[config.mk]
export PLATFORM = sky130hd
export DESIGN_NAME = block_mem_arbiter
export DESIGN_NICKNAME = d
export VERILOG_FILES = /design/src/rtl/block_mem_pkg.sv /design/src/rtl/block_mem_arbiter_rr.sv /design/src/rtl/block_mem_arbiter.sv
export SDC_FILE = /design/constraint.sdc
export NUM_CORES = 1
export LEC_CHECK = 0
export ABC_AREA = 1
export CORE_AREA = 2 2 272 274
export DETAILED_ROUTE_END_ITERATION = 8
export DIE_AREA = 0 0 274 276
export SYNTH_ARGS = -nofsm -noshare
export SYNTH_HDL_FRONTEND = slang
export SYNTH_SLANG_ARGS = --single-unit
export TNS_END_PERCENT = 50
[constraint.sdc]
create_clock -name clk -period 1.5 [get_ports clk]
set_input_delay 0.3 -clock clk [delete_from_list [all_inputs] [get_ports clk]]
set_output_delay 0.3 -clock clk [all_outputs]
set_load 0.01 [all_outputs]
[src/rtl/block_mem_pkg.sv]
// Shared types and constants for the block-memory arbiter: FSM states,
// requester id, block type and the latency counter width.
package block_mem_pkg;

  localparam int BLK_DATA_WIDTH = 32;
  localparam int BLK_BLOCK_SIZE = 3;
  localparam int BLK_WORDS      = 2 ** BLK_BLOCK_SIZE;
  localparam int CNT_WIDTH      = 8;

  typedef enum logic [1:0] {
    IDLE,
    BUSY,
    RESP
  } state_t;

  typedef logic req_id_t;

  typedef logic [BLK_WORDS-1:0][BLK_DATA_WIDTH-1:0] block_t;

endpackage

[src/rtl/block_mem_arbiter_rr.sv]
// Combinational two-way round-robin: a lone requester wins, a tie goes to
// the requester that was not granted last. Grant is one-hot or zero.
module rr_arbiter2
  import block_mem_pkg::*;
(
  input  logic [1:0] req_valid,
  input  req_id_t    last_grant,
  output logic [1:0] grant
);

  always_comb begin
    grant = req_valid;
    if (&req_valid) begin
      grant = last_grant ? 2'b01 : 2'b10;
    end
  end

endmodule

[src/rtl/block_mem_arbiter.sv]
// Arbiter/sequencer sharing one block-wide data memory between the I-cache
// refill port (0) and the D-cache refill/write-through port (1).
module block_mem_arbiter
  import block_mem_pkg::*;
#(
  parameter int DATA_WIDTH    = BLK_DATA_WIDTH,
  parameter int ADDRESS_WIDTH = 30,
  parameter int BLOCK_SIZE    = BLK_BLOCK_SIZE,
  parameter int MEM_LATENCY   = 4
) (
  input  logic                                      clk,
  input  logic                                      rst_n,
  input  logic [1:0]                                req_valid,
  input  logic [1:0]                                req_write,
  input  logic [1:0][ADDRESS_WIDTH-1:0]             req_addr,
  input  logic [1:0][DATA_WIDTH-1:0]                req_wdata,
  output logic [1:0]                                req_ready,
  output logic [1:0]                                resp_valid,
  output logic [(2**BLOCK_SIZE)-1:0][DATA_WIDTH-1:0] resp_block,
  output logic [ADDRESS_WIDTH-1:0]                  mem_address,
  output logic [DATA_WIDTH-1:0]                     mem_write_data,
  output logic                                      mem_write_enable,
  input  logic [(2**BLOCK_SIZE)-1:0][DATA_WIDTH-1:0] mem_read_data
);

  localparam logic [CNT_WIDTH-1:0] CNT_LOAD = CNT_WIDTH'(MEM_LATENCY - 1);

  state_t                   state;
  state_t                   state_next;
  logic [CNT_WIDTH-1:0]     cnt;
  req_id_t                  last_grant;
  req_id_t                  lat_id;
  req_id_t                  grant_id;
  logic [ADDRESS_WIDTH-1:0] lat_addr;
  logic [DATA_WIDTH-1:0]    lat_wdata;
  logic                     lat_write;
  logic [1:0]               grant;
  logic                     accept;
  logic                     last_busy;

  rr_arbiter2 u_arb (
    .req_valid  (req_valid),
    .last_grant (last_grant),
    .grant      (grant)
  );

  assign grant_id  = grant[1];
  assign accept    = |(req_valid & req_ready);
  assign last_busy = (state == BUSY) && (cnt == '0);

  // Ready is gated by rst_n so nothing looks granted while reset is held.
  always_comb begin
    req_ready = 2'b00;
    if (rst_n && (state == IDLE)) begin
      req_ready = grant;
    end
  end

  always_comb begin
    state_next = state;
    case (state)
      IDLE:    if (accept) state_next = BUSY;
      BUSY:    if (last_busy) state_next = RESP;
      RESP:    state_next = IDLE;
      default: state_next = IDLE;
    endcase
  end

  // Memory-side outputs decode from registered state only, so an async
  // reset drops the write strobe immediately.
  always_comb begin
    mem_address      = '0;
    mem_write_enable = 1'b0;
    mem_write_data   = '0;
    resp_valid       = 2'b00;
    if (state != IDLE) begin
      mem_address = lat_addr;
    end
    if (last_busy && lat_write) begin
      mem_write_enable = 1'b1;
      mem_write_data   = lat_wdata;
    end
    if (state == RESP) begin
      resp_valid[lat_id] = 1'b1;
    end
  end

  always_ff @(posedge clk or negedge rst_n) begin
    if (!rst_n) begin
      state <= IDLE;
    end else begin
      state <= state_next;
    end
  end

  always_ff @(posedge clk or negedge rst_n) begin
    if (!rst_n) begin
      cnt        <= '0;
      last_grant <= 1'b1;
      lat_id     <= 1'b0;
      lat_addr   <= '0;
      lat_wdata  <= '0;
      lat_write  <= 1'b0;
      resp_block <= '0;
    end else begin
      if ((state == IDLE) && accept) begin
        lat_id     <= grant_id;
        last_grant <= grant_id;
        lat_addr   <= req_addr[grant_id];
        lat_wdata  <= req_wdata[grant_id];
        lat_write  <= req_write[grant_id];
        cnt        <= CNT_LOAD;
      end else if (state == BUSY) begin
        // Memory writes on negedge, so a write's block already holds the new word here.
        if (cnt == '0) begin
          resp_block <= mem_read_data;
        end else begin
          cnt <= cnt - 1'b1;
        end
      end
    end
  end

endmodule

; ---- Word level (Yosys, flattened, before mapping)
; Cells that the tools add are included.
[totals]
register_bits = 331
output_inout_bits = 323
inputBits = 386
wordCells = 61
[classes]
n_reduce_logical = 14
bitwise_logic = 2
muxes = 21
eq_ne = 5
addsub = 1
order_cmp = 3
[op_table]
columns = cell, count
row1 = 2-to-1 mux 32 bit, 3
row2 = 2-to-1 mux 30 bit, 3
row3 = 2-to-1 mux 8 bit, 3
row4 = 2-to-1 mux 2 bit, 6
row5 = zero test 8 bit, 1
row6 = subtractor 8 x 1 -> 8 bit (second input constant), 1
row7 = AND reduction 2 bit, 3
row8 = logical AND 1 bit, 5
row9 = less-than comparator 1 x 2 -> 1 bit (second input constant), 2
row10 = 2-to-1 mux 1 bit, 4
row11 = != test 2 bit (second input constant), 2
row12 = one-hot mux 2 bit (2 select lines), 1
row13 = nonzero test 2 bit, 2
row14 = AND reduction 3 bit, 1
row15 = AND 2 bit, 1
row16 = equality test 2 x 1 -> 1 bit (second input constant), 1
row17 = equality test 2 bit (second input constant), 1
row18 = zero test 2 bit, 1
row19 = != test 2 x 1 -> 1 bit (second input constant), 1
row20 = OR reduction 2 bit, 1
row21 = demux 1 bit (select 1 bit), 1
row22 = greater-or-equal comparator 1 bit (second input constant), 1
row23 = inverter 1 bit, 1

; ---- Longest topological paths before layout
; Gate-level depths: netlist of run 1.
[logic_depth]
ltp_word = 8
depth_mapped = 10
depth_no_buf = 10

; ---- Hierarchy
; From an unflattened synthesis of run 1, not the netlist that was laid out.
[unflattened]
hier_cells = 1661
hier_area_um2 = 13945.9
[modules_own_cells]
columns = mod, n_inst, cells_per_inst, seq_area_each_um2, area_each_um2
row1 = block_mem_arbiter, 1, 1656, 8284.2, 13924.6
row2 = rr_arbiter2, 1, 5, 0.0, 21.3

; ---- Worst setup path before layout of run 1
; Ideal clock, no wire load.
[synth_path]
path_type = flip-flop to output port
startpoint = register cnt[0]
endpoint = output mem_write_data[10]
stages_incl_launch_ff = 10
required_ns = 1.200
t_arrival_ns = 1.543
path_buffers = 1
setup_slack_ns = -0.343
path_cell_list = dfrtp_1 inv_1 ha_1 nand3_1 nor2_2 nand2_2 nor2_2 inv_2 buf_2 nor2_1
[synth_via]
elab_chain_len = 4
[synth_lines]
columns = item, line
row1 = from (decl), block_mem_arbiter.sv:30  ; logic [CNT_WIDTH-1:0] cnt;
row2 = from (signal assigned), block_mem_arbiter.sv:118  ; cnt <= cnt - 1'b1;
row3 = zero test 8 bit, block_mem_arbiter.sv:49  ; assign last_busy = (state == BUSY) && (cnt == '0);
row4 = logical AND 1 bit, block_mem_arbiter.sv:49
row5 = logical AND 1 bit, block_mem_arbiter.sv:79  ; if (last_busy && lat_write) begin
row6 = 2-to-1 mux 32 bit, block_mem_arbiter.sv:79
row7 = to (decl), block_mem_arbiter.sv:21  ; output logic [DATA_WIDTH-1:0] mem_write_data,
; No other way between the ends.

; ---- Worst setup path after layout of run 1
[layout_path]
startpoint = register cnt[5]
endpoint = output mem_write_data[19]
; The elaborated chain is that of the path after synthesis.

==> results of run 1 <==
## timing repair
action | 4_1_cts | 5_1_grt
resized for setup | 446 | 56
buffers inserted | 21 | 15
endpoints found under the setup margin | 649 | 638
endpoints found under the hold margin | 29 | 0
hold buffers | 1 | 0
pin swaps | 8 | 5
cloned | 6 | 1
## flip-flops by register name, summed over array words and instances (netlist names)
register    flops
cnt             8
last_grant      1
lat_addr       30
lat_id          1
lat_wdata      32
lat_write       1
resp_block    256
state           2
## layout by cell type (no fill, tap or decap), types with 29 or more instances in the layout
master	count
nand2_1	984
nor2_4	52
clkdlybuf4s50_1	623
o21ai_1	45
buf_4	75
clkbuf_16	41
dfrtp_1	330
buf_6	85
inv_1	74
buf_2	29
nand3_1	68
## metal layers
| metal | up-vias | part of all wire (%) | wire length (um) | GRT usage [%] |
|---|---|---|---|---|
| met5 | - | 0 | 0 | 0 |
| met4 | 0 | 2.2 | 1184 | 3.665 |
| met3 | 68 | 7.9 | 4302 | 4.169 |
| met2 | 463 | 50 | 27140 | 24.48 |
| met1 | 6281 | 40 | 21990 | 16.06 |
| li1 | 6834 | - | - | - |
## worst max-delay path, cell delays in order, from the launching register on
cell and delay [ns]:
dfrtp_1 0.39, nor2_2 0.15, nand3_2 0.13, nor2_4 0.19, nand2_8 0.06, nor2_4 0.13, inv_6 0.09, buf_6 0.16
nor2_4 0.07, clkdlybuf4s15_2 0.22
## final cells by class
type | instances | share of cell area [%]
clock inverter | 14 | 0.7209
timing repair buffer | 854 | 34.80
inverter | 80 | 1.278
clock buffer | 58 | 4.444
multi-input combinational | 1218 | 21.00
tap | 959 | 4.768
sequential | 331 | 32.92
timing repair inverter | 1 | 0.06463
## kinds of logic (layout without fill, tap and decap cells)
logic type               after synthesis  count (layout)  synth area share [%]
AND/OR/NAND/NOR                     1147            1147                 31.70
flip-flops                           331             331                 59.28
buffers and inverters                176            1007                 6.321
AO/OA/AOI/OAI                         68              68                 2.480
XOR/XNOR                               2               2                0.1254
adder cells (fa/ha/maj)                1               1               0.08952
## metrics by stage
stage                     cell area, um^2  setup TNS [ns]  std cells  utilization, %  power, mW
after floorplan                     14270          -5.199       1725               -      17.38
after global placement              23110         -155.24       3409           31.83      24.38
after detailed placement            23110         -160.49       3409           31.83      24.50
after CTS                           24900         -223.21       3507           34.31      35.35
after global routing                25170         -282.36       3515           34.67      37.48
final                               25170         -218.14       3515           34.67      35.20
## how the worst max path moves through the flow
stage	end	slack, ns	cells past startpoint
after global routing	mem_write_data[18]	-1.07	9
after floorplan	mem_write_data[10]	-0.19	9
after detailed placement	mem_write_data[14]	-0.80	9
after CTS	mem_write_data[15]	-0.97	10
final	mem_write_data[19]	-0.94	9
after global placement	mem_write_data[10]	-0.76	9
## power by group through the flow
stage / registers [mW] / logic [mW] / clock network (mW)
floorplan: 12.7 / 4.73 / 0
finish: 11.9 / 13.6 / 9.74
detailed placement: 12.0 / 12.5 / 0
global placement: 12.0 / 12.4 / 0
CTS: 11.9 / 13.3 / 10.1
global route: 12.1 / 14.9 / 10.5
==> run metrics, run 1 <==
CP max FO 8; final hold vios 0; TritonRoute pass-1 iters 5; relative slew slack 45.81%; DRC 0; GR Overflow Total 0; Detailed Place HPWL 38490 um; RR Startpoint state[1]$_DFFE_PN0P_; DP Worst Slack -0.8042 ns; Die ar. 75620 um^2; multi-input logic area 5286 um^2; top post-synthesis cells by count nand2_1 (986), dfrtp_1 (330), nor2_1 (77); fill count 7476; top cells by area, synth dfrtp_1 (59%), nand2_1 (26%), nand3_1 (2.5%); worst r2r path cells 12; Sw Ratio 32.86%; Nets 2913; Core Area 72590 um^2; Worst-Margin Slew 0.8128 ns; register area 8284 um^2; Syn Nets 2112; # setup viols final 638; Layout area overhead 80.10%; Post-synth EDFFs 0; Top-Level Pins 709; Critical Path Start cnt[5]$_DFFE_PN0P_; WHS Path Cells 3; clk_skew 0.01163 ns; max-slew violations 0; Initial Util 19.25%; initial antenna violation count 0; fin crit period 2.438 ns; maximum vdd ir drop 0.0007957 V; combinational share of power 38.5%; critical path data required time 1.20 ns; period utilisation layout 162.5%; CTS sink cnt 331; hold path endpoint resp_block[108]$_DFFE_PN0P_; CTS Buf Count 40; status finished with violations; Setup CP Type reg2out; R2R Path End lat_addr[12]$_DFFE_PN0N_; IO buf count 708; Worst Setup End Kind output pin; area share of the largest cell type after synthesis 59.09%; register share of total power 33.8%; Antenna Cells 0; register bit total from synthesis 331; Clock Pin Slew Worst Setup and Hold Paths 0.06 ns; top-count cell post-synth nand2_1; Ys Warns 0; Clk pwr share 27.7%; GPL Wtd Cong 0.8228; failing checks setup timing; post-synth top area cell dfrtp_1; CTS tree yes; Max Freq 0.4101 GHz; vias per inst 3.882; Clock H-tree levels 2; largest net degree at the start of global routing 134; hold slack final 0.2711 ns; share of cells above drive strength 1 14.44%; sequential share of the synthesized area 59.28%; clk buf depth 3; Die Wd 274 um; Starting DRT DRC Count 602; post-route ant nets 0; Netlist cell types 25; Hold Path Origin mem_read_data[108]; Die Y 276 um; Mapped Cells 1725; # Max-Cap Violations 0; GRT Total Usage 13.82%; unrepaired setup endpoints after global routing yes; worst setup margin -0.9382 ns; Leak Pwr 12.00 nW; Pwr Density 1398 nW/um^2; total number of vias 13650; Async SR Flop Fraction 100.0%; Mapped Area 13970 um^2; most common flop cell mapped by yosys dfrtp_1; Net Switching 11.57 mW; first-pass GRT wire length 81740 um; Routed WL 54620 um; wire length per cell 15.54 um; internal power 23.63 mW; Avg Inst Size Synth 8.101 um^2; Worst EP arrival 2.14 ns; CTS root buffer clkbuf_16; Hold Crit Class in2reg; vias in the first global route 13960; r2r setup slk -0.48 ns; CP Launch Type flop; Row Count 99; later-pin clock latency in the skew report 0.55 ns
(Power assumes the default switching activity.)
==> run 2: changes to the inputs <==
Clock period 1.5 ns to 3.1 ns, I/O delays scaled along.
==> run 2 against run 1 <==
The flow now finishes without violations. Worst hold slack worse by 0.11 ns. Final cell count is 3.4% lower. Sequential power is 52% lower. Wire length is 4.8% lower. Clock-buffer cell count stayed put. Via count is 4.3% lower. Non-clock buffer count is 121 lower. Clock power is 51% lower. Die area stayed put.
==> run metrics, run 2 (synthesized netlist as in run 1, its figures left out) <==
Final Instance Count excl. Fillers 3395; Detailed Place HPWL 38140 um; Pwr Density 683.8 nW/um^2; Worst EP arrival 2.27 ns; Leak Pwr 11.16 nW; crit-path most repeated cell nor2_4; worst setup margin 0.2062 ns; final hold vios 0; Net Switching 5.169 mW; IO buf count 708; unrepaired setup endpoints after global routing no; CP max FO 32; # setup viols final 0; vias per inst 3.847; Worst-Margin Slew 1.215 ns; post-route ant nets 0; # Max-Cap Violations 0; fin crit period 2.894 ns; GRT Total Usage 13.17%; CP Buf/Inv Count 3; Sw Ratio 32.47%; DP Worst Slack 0.1959 ns; family with the most delay on the worst path simple AND/OR/NAND/NOR gates; most frequent cells in the layout nand2_1 (985), clkdlybuf4s50_1 (673), dfrtp_1 (330); GPL Wtd Cong 0.8134; CP max stage cell dfrtp_1; maximum vdd ir drop 0.0004823 V; clk buf depth 3; Starting DRT DRC Count 714; Hold Crit Class in2async; CTS root buffer clkbuf_16; Clock H-tree levels 2; share of cells above drive strength 1 4.557%; internal power 10.75 mW; clk_skew 0.02995 ns; final instance area 23280 um^2; Final Util 32.08%; Top-Level Pins 709; max-slew violations 0; Core Area 72590 um^2; total number of vias 13060; CTS tree yes; largest net degree at the start of global routing 154; Clk pwr share 29.8%; Die ar. 75620 um^2; Critical Path Max Stage Delay 0.38 ns; Max Freq 0.3456 GHz; status complete, no violations; Layout area overhead 66.62%; Setup CP Type reg2out; later-pin clock latency in the skew report 0.56 ns; Row Count 99; cell depth of the worst setup path 9; GR Overflow Total 0; period utilisation layout 93.35%; CTS sink cnt 331; TritonRoute pass-1 iters 5; CP Cell Sequence inv_2 > ha_2 > nand3_1 > nor2_4 > nand2_8 > nor2_4 > inv_8 > nor2_1 > dlygate4sd2_1; initial antenna violation count 0; most common cell after layout, fill and taps aside nand2_1; instance area at placement 21980 um^2; biggest regs resp_block: 256 flops, lat_wdata: 32 flops, lat_addr: 30 flops; combinational share of power 34.1%; hold-fix buffers at CTS 0; Clock Pin Slew Worst Setup and Hold Paths 0.06 ns; CP Launch Type flop; Die Y 276 um; Worst Setup End Kind output pin; wire length per cell 15.32 um; Routed WL 52020 um; critical path data required time 2.48 ns; relative slew slack 18.97%; Placed Cells 3320; register share of total power 36.1%; DRC 0; Antenna Cells 0; first-pass GRT wire length 77820 um; worst r2r path cells 9; Nets 2791; vias in the first global route 12790; max reg flops 256; Initial Util 19.25%; fill count 7649; Die Wd 274 um; hold slack final 0.1570 ns; setup_tns 0 ns; Tot Pwr 15.92 mW; CTS Buf Count 40; Biggest register resp_block
==> run 2: repair_timing <==
item	CTS	global route
setup buffers	1	0
gates resized for setup	40	0
setup endpoints to repair	33	0
==> run 2: layer usage <==
layer,GRT usage [%],up-vias,share of wire [%]
li1,-,6584,-
met1,15.79,5950,41
met2,23.26,458,50
met3,2.979,68,6.9
met4,3.944,0,2.6
met5,0,-,0
==> run 2: worst paths after layout <==
path | slack (ns) | end | start
max in group asynchronous | 1.77 | resp_block[46]$_DFFE_PN0P_ | rst_n
worst max-delay path | 0.21 | mem_write_data[12] | cnt[0]$_DFFE_PN0P_
worst max register to register | 0.56 | resp_block[124]$_DFFE_PN0P_ | cnt[0]$_DFFE_PN0P_
worst min register to register | 0.47 | resp_block[126]$_DFFE_PN0P_ | resp_block[126]$_DFFE_PN0P_
worst min-delay path | 0.16 | lat_wdata[21]$_DFFE_PN0N_ | rst_n
min in group clk | 0.47 | resp_block[126]$_DFFE_PN0P_ | resp_block[126]$_DFFE_PN0P_
==> run 2: cell type report <==
class                      instances  area (um^2)  share of cell area (%)
sequential                       331         8284                   35.58
timing repair buffer             733         7320                   31.43
multi-input combinational       1218         4843                   20.80
tap                              959         1200                   5.153
clock buffer                      58         1170                   5.024
inverter                          80        315.3                   1.354
clock inverter                    16        152.6                  0.6556
==> run 2: power by group through the flow <==
stage	combinational (mW)	clock (mW)	sequential, mW
4_1_cts	5.53	4.92	5.76
3_5_place_dp	5.52	0	5.82
6_report	5.43	4.74	5.75
3_3_place_gp	5.47	0	5.80
2_1_floorplan	2.17	0	6.12
5_1_grt	5.99	5.08	5.87
==> run 3: changes to the inputs <==
Settings changed: RECOVER_POWER set to 50, REMOVE_ABC_BUFFERS set to 1.
==> run 3 against run 2 <==
The run now ends with capacitance limit, slew limit left. Clock-buffer cell count increased by 1. Design area increased by 0.60%. Total power increased by 2.1%. Critical path type unchanged. Wire length increased by 11%. Final cell count increased by 0.29%. Critical endpoint is now mem_write_data[9]. Setup slack improved by 0.035 ns. Global-route usage increased by 1.5 points. Utilization increased by 0.19 points.
==> run metrics, run 3 (synthesized netlist as in run 1, its figures left out) <==
Critical Path Max Stage Delay 0.39 ns; GPL Wtd Cong 0.8593; biggest regs resp_block: 256 flops, lat_wdata: 32 flops, lat_addr: 30 flops; worst setup margin 0.2412 ns; post-CTS setup buffers 0; r2r setup slk 0.51 ns; Nets 2797; vias in the first global route 13230; vias per inst 3.932; Starting DRT DRC Count 553; Clock Pin Slew Worst Setup and Hold Paths 0.06 ns; Core Area 72590 um^2; Tot Pwr 16.26 mW; RR Startpoint cnt[0]$_DFFE_PN0P_; instance area at placement 22030 um^2; # Max-Cap Violations 1; Leak Pwr 11.27 nW; CTS tree yes; Pwr Density 693.9 nW/um^2; DRC 0; met1 GRT Util 16.18%; CTS Buf Count 43; Row Count 99; Max Freq 0.3498 GHz; failing checks capacitance limit, slew limit; R2R Path End resp_block[22]$_DFFE_PN0P_; most frequent cells in the layout nand2_1 (987), clkdlybuf4s50_1 (587), dfrtp_1 (330); largest net degree at the start of global routing 163; Die Wd 274 um; CP Cell Sequence inv_2 > ha_2 > nand3_1 > nor2_4 > nand2_8 > nor2_4 > inv_6 > nor2_1 > dlygate4sd2_1; first-pass GRT wire length 83860 um; GRT Total Usage 14.65%; GR Overflow Total 0; Biggest register resp_block; crit-path most repeated cell nor2_4; total number of vias 13390; CP max FO 32; Setup CP Type reg2out; Final Util 32.27%; IO buf count 708; clk buf depth 3; met3 global-route usage 6.557%; # setup viols final 0; max-slew violations 61; DP Worst Slack 0.2845 ns; post-route ant nets 0; maximum vdd ir drop 0.0004786 V; Routed WL 57540 um; CTS sink cnt 331; max reg flops 256; Worst-Margin Slew 1.555 ns; share of cells above drive strength 1 4.545%; Die ar. 75620 um^2; later-pin clock latency in the skew report 0.56 ns; grt peak-use layer met2; most common cell after layout, fill and taps aside nand2_1; met2 Use GR 24.72%; clk_skew 0.01774 ns; Hold Crit Class in2async; relative slew slack -3.687%; final hold vios 0; Initial Util 19.25%; setup_tns 0 ns; Die Y 276 um; CTS root buffer clkbuf_16; Worst EP arrival 2.24 ns; Top-Level Pins 709; TritonRoute pass-1 iters 5; critical path data required time 2.48 ns; Clock H-tree levels 2; CP Launch Type flop; Worst Setup End Kind output pin; Detailed Place HPWL 43010 um; initial antenna violation count 20; unrepaired setup endpoints after global routing no; worst r2r path cells 10; period utilisation layout 92.22%; Layout area overhead 67.62%; CP max stage cell dfrtp_1; fin crit period 2.859 ns; status finished with violations; fill count 7671; final instance area 23430 um^2; wire length per cell 16.90 um
run 3: changes by cell type in the layout (fill, tap and decap cells not counted), sizes merged:
cell           delta
buf               -3
clkinvlp          +1
bufinv            +2
dlygate4sd3      +86
clkbuf            +6
inv               -2
diode             +4
clkinv            +1
dlymetal6s2s      +1
clkdlybuf4s50    -86
run 3: report_power, final:
part	switching [mW]	total, mW	internal, mW
Clock	2.01	5.12	3.11
Combinational	2.84	5.40	2.56
Sequential	0.441	5.74	5.30
run 3: how the worst max path moves through the flow:
stage,start,end,slack (ns),cells after the start
floorplan,req_valid[0],cnt[3]$_DFFE_PN0P_,-2.43,6
global placement,cnt[0]$_DFFE_PN0P_,mem_write_data[28],0.36,9
detailed placement,cnt[0]$_DFFE_PN0P_,mem_write_data[6],0.28,9
CTS,cnt[0]$_DFFE_PN0P_,mem_write_enable,0.02,7
global route,cnt[0]$_DFFE_PN0P_,mem_write_data[5],0.06,9
finish,cnt[0]$_DFFE_PN0P_,mem_write_data[9],0.24,9
run 3: final cells by class:
type	count	area, um^2	area share (%)
timing repair buffer	736	7337	31.32
tap	959	1200	5.122
multi-input combinational	1218	4831	20.62
clock inverter	18	222.7	0.9508
clock buffer	59	1227	5.240
sequential	331	8284	35.36
antenna	4	10.01	0.04273
inverter	80	312.8	1.335
run 3: timing repair:
action / 4_1_cts / 5_1_grt
hold buffers: 0 / 0
setup endpoints to repair: 33 / 1
hold endpoints to repair: 0 / 0
resized for setup: 38 / 1
pin swaps: 1 / 0
run 3: worst max-delay path, delay by kind of cell (launching register included):
| family | cells | cell delay (ns) |
|---|---|---|
| fa+ha+maj | 1 | 0.21 |
| simple gates | 5 | 0.59 |
| buf+inv | 3 | 0.48 |
| flops | 1 | 0.39 |
run 3: per-stage QoR:
step | hold WS, ns | std cells
after CTS | 0.2209 | 3401
after floorplan | 0.3244 | 1629
after global routing | 0.4778 | 3401
after global placement | 0.4608 | 3324
final | 0.3940 | 3405
after detailed placement | 0.4638 | 3324
run 3: per-layer routing:
metal / vias up / wire [um]
met5: - / 209
met4: 32 / 2008
met3: 115 / 6251
met2: 532 / 26950
met1: 6101 / 22120
li1: 6607 / -
